$ cat config.mk
export PLATFORM = sky130hd
export DESIGN_NAME = led_reg_pwm_flat
export DESIGN_NICKNAME = d
export VERILOG_FILES = /design/src/rtl/led_pkg.sv /design/src/rtl/led_reg_pwm_if.sv /design/src/rtl/led_pwm_channel.sv /design/src/rtl/led_reg_pwm.sv /design/src/flat_wrapper.sv
export SDC_FILE = /design/constraint.sdc
export NUM_CORES = 1
export LEC_CHECK = 0
export BUFFER_PORTS_ARGS = -buffer_cell sky130_fd_sc_hd__buf_2
export CAP_MARGIN = 20
export CORE_MARGIN = 1.5
export CORE_UTILIZATION = 35
export CTS_CLUSTER_SIZE = 28
export DETAILED_ROUTE_END_ITERATION = 10
export PLACE_DENSITY = 0.56
export SLEW_MARGIN = 20
export SYNTH_ARGS = -nofsm -noshare
export SYNTH_HDL_FRONTEND = slang
export SYNTH_SLANG_ARGS = --single-unit
export TNS_END_PERCENT = 100
$ cat constraint.sdc
create_clock -name clk_osc -period 2.1 [get_ports clk_osc]
set_input_delay 0.42 -clock clk_osc [delete_from_list [all_inputs] [get_ports clk_osc]]
set_output_delay 0.42 -clock clk_osc [all_outputs]
set_load 0.03 [all_outputs]
$ cat src/rtl/led_pkg.sv
// Shared constants and types for the LED register file / PWM engine.
// Register addresses, reset values and the per-LED output mode encoding.
package led_pkg;

    localparam logic [2:0] ADDR_MODE   = 3'h0;
    localparam logic [2:0] ADDR_PWM0   = 3'h1;
    localparam logic [2:0] ADDR_PWM1   = 3'h2;
    localparam logic [2:0] ADDR_PWM2   = 3'h3;
    localparam logic [2:0] ADDR_PWM3   = 3'h4;
    localparam logic [2:0] ADDR_GRPPWM = 3'h5;
    localparam logic [2:0] ADDR_LEDOUT = 3'h6;
    localparam logic [2:0] ADDR_ID     = 3'h7;

    localparam int SLEEP_BIT = 4;

    typedef enum logic [1:0] {
        OFF = 2'b00,
        ON  = 2'b01,
        PWM = 2'b10,
        GRP = 2'b11
    } ledout_mode_e;

    localparam logic [7:0] MODE_RST   = 8'h10;
    localparam logic [7:0] PWM_RST    = 8'h00;
    localparam logic [7:0] GRPPWM_RST = 8'hFF;
    localparam logic [7:0] LEDOUT_RST = 8'h00;

endpackage

$ cat src/rtl/led_reg_pwm_if.sv
// Single-cycle register strobe bus between the I2C controller (master)
// and the LED register file (slave).
interface led_reg_pwm_if;

    logic [2:0] reg_addr;
    logic [7:0] reg_wdata;
    logic       reg_write;
    logic       reg_read;
    logic [7:0] reg_rdata;

    modport master (
        output reg_addr,
        output reg_wdata,
        output reg_write,
        output reg_read,
        input  reg_rdata
    );

    modport slave (
        input  reg_addr,
        input  reg_wdata,
        input  reg_write,
        input  reg_read,
        output reg_rdata
    );

endinterface

$ cat src/rtl/led_pwm_channel.sv
// One LED output: shadowed duty, LEDOUT mode decode and a registered drive bit.
// The compare uses the shadow so duty changes land only on period boundaries.
module led_pwm_channel
    import led_pkg::*;
#(
    parameter int CNT_W = 8
) (
    input  logic             clk_osc,
    input  logic             reset_n,
    input  logic             load,
    input  logic [CNT_W-1:0] duty,
    input  ledout_mode_e     mode,
    input  logic [CNT_W-1:0] cnt,
    input  logic             grp_gate,
    input  logic             sleep,
    output logic             led
);

    logic [CNT_W-1:0] duty_sh_q, duty_sh_d;
    logic             led_q, led_d;
    logic             lit;

    always_comb begin
        duty_sh_d = load ? duty : duty_sh_q;
        lit       = (cnt < duty_sh_q);
        led_d     = 1'b0;
        case (mode)
            OFF:     led_d = 1'b0;
            ON:      led_d = 1'b1;
            PWM:     led_d = lit;
            GRP:     led_d = lit && grp_gate;
            default: led_d = 1'b0;
        endcase
        if (sleep) begin
            led_d = 1'b0;
        end
    end

    always_ff @(posedge clk_osc or negedge reset_n) begin
        if (!reset_n) begin
            duty_sh_q <= CNT_W'(PWM_RST);
            led_q     <= 1'b0;
        end else begin
            duty_sh_q <= duty_sh_d;
            led_q     <= led_d;
        end
    end

    assign led = led_q;

endmodule

$ cat src/rtl/led_reg_pwm.sv
// LED register file (0x0-0x7) and PWM engine clocked from the 400 kHz oscillator.
// Owns the registers, read mux, cnt/gcnt counters and the group duty shadow.
module led_reg_pwm
    import led_pkg::*;
#(
    parameter int         CNT_W    = 8,
    parameter logic [7:0] ID_VALUE = 8'h96
) (
    input  logic          clk_osc,
    input  logic          reset_n,
    led_reg_pwm_if.slave  bus,
    output logic          sleep,
    output logic [3:0]    leds
);

    logic [7:0]       mode_q, mode_d;
    logic [3:0][7:0]  pwm_q, pwm_d;
    logic [7:0]       grp_q, grp_d;
    logic [7:0]       ledout_q, ledout_d;
    logic [7:0]       rdata_q, rdata_d;
    logic [CNT_W-1:0] cnt_q, cnt_d;
    logic [CNT_W-1:0] gcnt_q, gcnt_d;
    logic [CNT_W-1:0] grp_sh_q, grp_sh_d;
    logic             sleep_q, sleep_d;
    logic             sleep_now;
    logic             wrap;
    logic             load;
    logic             grp_gate;

    always_comb begin
        mode_d   = mode_q;
        pwm_d    = pwm_q;
        grp_d    = grp_q;
        ledout_d = ledout_q;
        if (bus.reg_write) begin
            case (bus.reg_addr)
                ADDR_MODE:   mode_d    = bus.reg_wdata;
                ADDR_PWM0:   pwm_d[0]  = bus.reg_wdata;
                ADDR_PWM1:   pwm_d[1]  = bus.reg_wdata;
                ADDR_PWM2:   pwm_d[2]  = bus.reg_wdata;
                ADDR_PWM3:   pwm_d[3]  = bus.reg_wdata;
                ADDR_GRPPWM: grp_d     = bus.reg_wdata;
                ADDR_LEDOUT: ledout_d  = bus.reg_wdata;
                default:     ;
            endcase
        end

        // Reads see the registers before any same-cycle write lands.
        rdata_d = rdata_q;
        if (bus.reg_read) begin
            case (bus.reg_addr)
                ADDR_MODE:   rdata_d = mode_q;
                ADDR_PWM0:   rdata_d = pwm_q[0];
                ADDR_PWM1:   rdata_d = pwm_q[1];
                ADDR_PWM2:   rdata_d = pwm_q[2];
                ADDR_PWM3:   rdata_d = pwm_q[3];
                ADDR_GRPPWM: rdata_d = grp_q;
                ADDR_LEDOUT: rdata_d = ledout_q;
                default:     rdata_d = ID_VALUE;
            endcase
        end

        sleep_now = mode_q[SLEEP_BIT];
        wrap      = (cnt_q == '1);
        load      = sleep_now || wrap;
        grp_gate  = (gcnt_q < grp_sh_q);
        sleep_d   = sleep_now;

        cnt_d    = sleep_now ? '0 : cnt_q + 1'b1;
        gcnt_d   = sleep_now ? '0 : (wrap ? gcnt_q + 1'b1 : gcnt_q);
        grp_sh_d = load ? CNT_W'(grp_q) : grp_sh_q;
    end

    always_ff @(posedge clk_osc or negedge reset_n) begin
        if (!reset_n) begin
            mode_q   <= MODE_RST;
            pwm_q    <= {4{PWM_RST}};
            grp_q    <= GRPPWM_RST;
            ledout_q <= LEDOUT_RST;
            rdata_q  <= 8'h00;
            cnt_q    <= '0;
            gcnt_q   <= '0;
            grp_sh_q <= CNT_W'(GRPPWM_RST);
            sleep_q  <= MODE_RST[SLEEP_BIT];
        end else begin
            mode_q   <= mode_d;
            pwm_q    <= pwm_d;
            grp_q    <= grp_d;
            ledout_q <= ledout_d;
            rdata_q  <= rdata_d;
            cnt_q    <= cnt_d;
            gcnt_q   <= gcnt_d;
            grp_sh_q <= grp_sh_d;
            sleep_q  <= sleep_d;
        end
    end

    for (genvar i = 0; i < 4; i++) begin : g_ch
        led_pwm_channel #(
            .CNT_W (CNT_W)
        ) u_ch (
            .clk_osc  (clk_osc),
            .reset_n  (reset_n),
            .load     (load),
            .duty     (CNT_W'(pwm_q[i])),
            .mode     (ledout_mode_e'(ledout_q[2*i+1 -: 2])),
            .cnt      (cnt_q),
            .grp_gate (grp_gate),
            .sleep    (sleep_now),
            .led      (leds[i])
        );
    end

    assign bus.reg_rdata = rdata_q;
    assign sleep         = sleep_q;

endmodule
$ cat src/flat_wrapper.sv
// flat-port wrapper written by rule: the top's interface ports become plain ports
module led_reg_pwm_flat import led_pkg::*;
#(
    parameter int         CNT_W    = 8,
    parameter logic [7:0] ID_VALUE = 8'h96
)
  (clk_osc, reset_n, sleep, leds, bus_reg_addr, bus_reg_wdata, bus_reg_write, bus_reg_read, bus_reg_rdata);
  led_reg_pwm_if bus_i ();
  input  logic clk_osc;
  input  logic reset_n;
  output logic sleep;
  output logic [3:0] leds;
  input wire logic [$bits(bus_i.reg_addr)-1:0] bus_reg_addr;
  input wire logic [$bits(bus_i.reg_wdata)-1:0] bus_reg_wdata;
  input wire logic [$bits(bus_i.reg_write)-1:0] bus_reg_write;
  input wire logic [$bits(bus_i.reg_read)-1:0] bus_reg_read;
  output wire logic [$bits(bus_i.reg_rdata)-1:0] bus_reg_rdata;
  assign bus_i.reg_addr = bus_reg_addr;
  assign bus_i.reg_wdata = bus_reg_wdata;
  assign bus_i.reg_write = bus_reg_write;
  assign bus_i.reg_read = bus_reg_read;
  assign bus_reg_rdata = bus_i.reg_rdata;
  led_reg_pwm #(.CNT_W(CNT_W), .ID_VALUE(ID_VALUE)) u_core (.clk_osc(clk_osc), .reset_n(reset_n), .bus(bus_i), .sleep(sleep), .leds(leds));
endmodule
Word level (Yosys, flattened, before mapping)

Index checks and enable logic that the tools add are counted.

Add/subtract/negate cells: 2
$lt $le $gt $ge: 5
Eq/ne operators: 19
Muxes and demuxes: 12
Reductions and logical operators: 18

Operator list:

| operator                                            | number |
|---|---|
| one-hot mux 8 bit (7 select lines)                  | 1 |
| less-than comparator 8 bit                          | 5 |
| 2-to-1 mux 8 bit                                    | 3 |
| adder 8 x 1 -> 8 bit, second input constant         | 2 |
| equality test 2 bit, second input constant          | 8 |
| one-hot mux 1 bit (4 select lines)                  | 4 |
| AND reduction 2 bit                                 | 7 |
| equality test 3 bit, second input constant          | 3 |
| equality test 2 x 1 -> 1 bit, second input constant | 4 |
| equality test 8 bit, second input constant          | 1 |
| logical NOT 2 bit                                   | 4 |
| equality test 3 x 2 -> 1 bit, second input constant | 2 |
| logical AND 1 bit                                   | 4 |
| 2-to-1 mux 1 bit                                    | 4 |
| equality test 3 x 1 -> 1 bit, second input constant | 1 |
| logical NOT 3 bit                                   | 1 |
| nonzero test 2 bit                                  | 1 |
| logical OR 1 bit                                    | 1 |

Register bits after elaboration: 125
Input port bits: 15
Output and inout port bits: 13

Longest topological paths before layout

Depth after elaboration: 4
Gate-level depth with buffers: 8
Mapped depth without buffers: 7

Hierarchy

Synthesis repeated with hierarchy kept, for this count alone.

Cell total of the unflattened synthesis: 547
Area, all modules: 6233.5 µm²

Modules (own cells, without submodules):

| module          | times used | cells each | area an instance (µm²) |
|---|---|---|---|
| led_reg_pwm     | 1          | 331        | 4241.6 |
| led_pwm_channel | 4          | 54         | 498.0 |

Worst setup path after synthesis

Ideal clock, no wire load.

Path kind: register -> register
From: reg u_core.grp_sh_q[2]
To: reg u_core.g_ch[1].u_ch.led_q
Library setup time: 65 ps
Data arrival time: 1813 ps
Required time: 2035 ps
Path slack: 222 ps
Stages on the path, launching flop included: 8
Buffers on the path: 0
Path through: dfstp_2 -> inv_1 -> ha_1 -> a211o_1 -> a31oi_1 -> o31ai_1 -> a2111oi_0 -> a21o_1

Word-level cells in the longest chain between the ends: 4

RTL lines:

| element                            | line                  | text |
|---|---|---|
| from (decl)                        | led_reg_pwm.sv:23     | `logic [CNT_W-1:0] grp_sh_q, grp_sh_d;` |
| from (signal assigned)             | led_reg_pwm.sv:83     | `grp_sh_q <= CNT_W'(GRPPWM_RST);` |
| from (signal assigned)             | led_reg_pwm.sv:93     | `grp_sh_q <= grp_sh_d;` |
| less-than comparator 8 bit         | led_reg_pwm.sv:66     | `grp_gate = (gcnt_q < grp_sh_q);` |
| logical AND 1 bit                  | led_pwm_channel.sv:31 | `GRP: led_d = lit && grp_gate;` |
| one-hot mux 1 bit (4 select lines) | led_pwm_channel.sv:27 | `case (mode)` |
| 2-to-1 mux 1 bit                   | led_pwm_channel.sv:34 | `if (sleep) begin` |
| via u_core.g_ch[1].u_ch.led_d      | led_pwm_channel.sv:20 | `logic led_q, led_d;` |
| to (signal assigned)               | led_pwm_channel.sv:45 | `led_q <= led_d;` |
| to (decl)                          | led_pwm_channel.sv:20 |  |

The timed path passes the listed nets, and every way through them passes these cells.
A chain may end at the register's enable or synchronous reset.

Worst setup path in the final report

From: reg u_core.grp_sh_q[5]
To: reg u_core.g_ch[1].u_ch.led_q

The elaborated chain is that of the path after synthesis.

==> metrics.md <==
| Metric | Value |
|---|---|
| Combinational share of power | `roughly a quarter` |
| Max clock buf depth | `2` |
| Relative slew slack | `between 60% and 70%` |
| Power density cells | `~1200 nW/um^2` |
| Final Hold Fails | `0` |
| Clock network fraction of total power | `between 30% and 40%` |
| Post-DR wirelength/cell | `18.7 um` |
| Die ar. | `~19,000 um^2` |
| Post-Syn Instances | `~550` |
| First-pass GRT wire length | `roughly 25,000 um` |
| Via-to-Cell Ratio | `just over 5` |
| ANT cells | `0` |
| Register area share after synthesis | `around half` |
| YS warnings | `0` |
| Tot GR Track Use | `a little under a fifth` |
| Yosys cell types | `51` |
| DR pass1 iterations | `4` |
| Pint | `6310 uW` |
| CORE AREA | `roughly 17,000 um^2` |
| Worst hold path type | `in -> reg` |
| Non-Filler Instances | `between 800 and 900` |
| Max cap viols | `0` |
| Sequential share of power | `between 30% and 40%` |
| Fin crit period | `a little over 2 ns` |
| Crit path kind | `reg -> reg` |
| Leak pwr | `roughly 0.0034 uW` |
| Post-synth net total | `approximately 600` |
| Hold Slack | `0.278 ns` |
| Yosys top cell by area | `dfrtp_1` |
| Asr flop ratio synth | `100%` |
| Layout area overhead | `19.0%` |
| Final-stage net count | `~660` |
| Maximum number of pins on one net before global-route repair | `51` |
| RePlAce Congestion | `slightly below 0.8` |
| Post-synth EDFFs | `0` |
| Share of cells above drive strength 1 | `between 30 and 40%` |
| Slew of the pin with the lowest slew margin | `0.466 ns` |
| Chip Width | `approximately 140 um` |
| Row cnt | `48` |
| Final WL | `between 15,000 and 20,000 um` |
| Outcome | `finished clean` |
| DRT iter0 DRCs | `240` |
| CTS tree | `built` |
| Top-area cell type share of the netlist area | `42.9%` |
| Clock skew | `between 0.007 and 0.008 ns` |
| P_sw | `around 2700 uW` |
| I/O pin count | `28` |
| F_max | `0.482 GHz` |
| Critical Path RT | `roughly 2.5 ns` |
| Final Setup Violations | `0` |
| Die height | `~140 um` |
| Vias | `4,318` |
| Number of synthesized register bits | `approximately 130` |
| DR DRC count | `0` |
| Synth cell count leaders | `dfrtp_1, mux2_2, o21ai_0` |
| Clock-pin slew on the worst setup and hold paths | `about 0.06 ns` |
| Initial antenna violation count | `0` |
| Area contributors post-synth | `dfrtp_1, mux2_2, dfstp_2` |
| Peak supply drop | `0.693 mV` |
| Sink Count | `~130` |
| Setup TNS | `0 ns` |
| Max Slew Vio Count | `0` |
| Clk_lat worst skew | `0.42 ns` |
| CP Max Fanout | `4` |
| Vias in the first global route | `between 4,000 and 5,000` |
| Post-Place Cells | `808` |
| GRT Residual Overflow | `0` |
| Starting density of the core | `36.0%` |
| Postcts setup bufs | `0` |
| # fillers | `between 1,500 and 2,000` |
| Switching share of power | `a little under a third` |
| Synth Cell Area | `6240 um^2` |
| Crit path arrival time | `approximately 2.4 ns` |
| Startpoint types | `flip-flop` |
| Critical path endpoint category | `flip-flop` |
| RSZ-0062 raised after global routing | `yes` |
| Antenna Nets Post-Route | `0` |
| Synthesized area per cell | `~11 um^2` |
| Main flop type after synthesis | `dfrtp_1` |
| H-tree Lvls | `4` |
| CTS buffer count | `17` |
| IO Port Bufs | `27` |
| Final Cycle Share | `a little over nine tenths` |
| Count leader, synth | `dfrtp_1` |
| Root buf cell | `clkbuf_16` |
| Post-DP HPWL | `~12,000 um` |
repair_timing:
action,4_1_cts,5_1_grt
setup endpoints to repair,1,17
hold buffers,1,0
pin swaps,1,0
resized for setup,3,3
hold endpoints to repair,31,0
cell type report:
type | instances | area, um^2 | area share, %
multi-input cells | 360 | 2770 | 37.2
flip-flops and latches | 125 | 3150 | 42.4
inverters | 39 | 146 | 1.97
well taps | 225 | 282 | 3.79
clock buffers | 22 | 474 | 6.38
repair buffers | 60 | 425 | 5.72
clock inverters | 10 | 185 | 2.49
per-stage QoR:
| stage | instance area, um^2 | util [%] | setup WS, ns | power (uW) |
|---|---|---|---|---|
| 5_1_grt | 7430 | 42.8 | -0.0486 | 9580 |
| 6_report | 7430 | 42.8 | 0.0260 | 9050 |
| 4_1_cts | 7400 | 42.7 | 0.00358 | 9100 |
| 2_1_floorplan | 6240 | - | 0.222 | 5030 |
| 3_3_place_gp | 6730 | 38.7 | 0.0311 | 5690 |
| 3_5_place_dp | 6730 | 38.7 | -0.0445 | 5780 |
placed cells by master, fill, tap and decap left out, types with 8 or more instances in the layout:
| cell type | n |
|---|---|
| nand2_1 | 46 |
| buf_2 | 26 |
| dfrtp_1 | 106 |
| ha_1 | 36 |
| a31oi_1 | 9 |
| a211oi_1 | 9 |
| xor2_1 | 8 |
| mux2i_1 | 9 |
| clkbuf_16 | 17 |
| dfstp_2 | 18 |
| a21oi_1 | 15 |
| inv_1 | 39 |
| buf_4 | 30 |
| o21ai_0 | 48 |
| nor2_1 | 36 |
| mux2_2 | 61 |
worst max-delay path, stage by stage, from the launching register on:
cell and delay, ns:
dfstp_2 0.52, inv_1 0.05, ha_1 0.31, a211o_1 0.28
a21oi_2 0.13, o31ai_1 0.08, buf_4 0.17, a2111oi_4 0.33
a21o_1 0.13
registers in the layout, indices dropped and copies added (netlist names):
register	cells
u_core.bus.reg_rdata	8
u_core.cnt_q	8
u_core.g_ch.u_ch.duty_sh_q	32
u_core.g_ch.u_ch.led	4
u_core.gcnt_q	8
u_core.grp_q	8
u_core.grp_sh_q	8
u_core.ledout_q	8
u_core.mode_q	8
u_core.pwm_q	32
u_core.sleep	1
path summary, 6_finish.rpt:
path,startpoint,slack [ns],endpoint,depth (start not counted)
hold reg to reg,u_core.bus.reg_rdata[3]$_DFFE_PN0P_,0.47,u_core.bus.reg_rdata[3]$_DFFE_PN0P_,1
max in group asynchronous,reset_n,0.92,u_core.grp_sh_q[0]$_DFFE_PN1P_,3
setup reg to reg,u_core.grp_sh_q[5]$_DFFE_PN1P_,0.03,u_core.g_ch[1].u_ch.led$_DFF_PN0_,8
hold / removal,bus_reg_read,0.28,u_core.bus.reg_rdata[2]$_DFFE_PN0P_,2
min in group asynchronous,reset_n,0.50,u_core.g_ch[1].u_ch.duty_sh_q[0]$_DFFE_PN0P_,2
setup / recovery,u_core.grp_sh_q[5]$_DFFE_PN1P_,0.03,u_core.g_ch[1].u_ch.led$_DFF_PN0_,8
cells by family after synthesis:
| group | synth area share, % |
|---|---|
| simple gates | 9.80 |
| flops | 50.5 |
| compound gates | 11.0 |
| mux | 13.9 |
| buf+inv | 5.79 |
| fa+ha+maj | 7.41 |
| xor+xnor | 1.68 |
power by group through the flow:
stage / clock network, uW / logic [uW] / registers, uW
final: 3270 / 2210 / 3570
after global routing: 3450 / 2480 / 3650
after CTS: 3330 / 2200 / 3570
after detailed placement: 0 / 2170 / 3600
after global placement: 0 / 2100 / 3590
after floorplan: 0 / 1570 / 3470
routing by layer:
metal  up-vias  routed length [um]  track usage (%)
li1       2035                   -                -
met1      2198                7150             23.5
met2        68                7820             30.4
met3        17                 520             4.93
met4         0                 220             4.61
met5         -                   0                0
(Power assumes the default switching activity.)
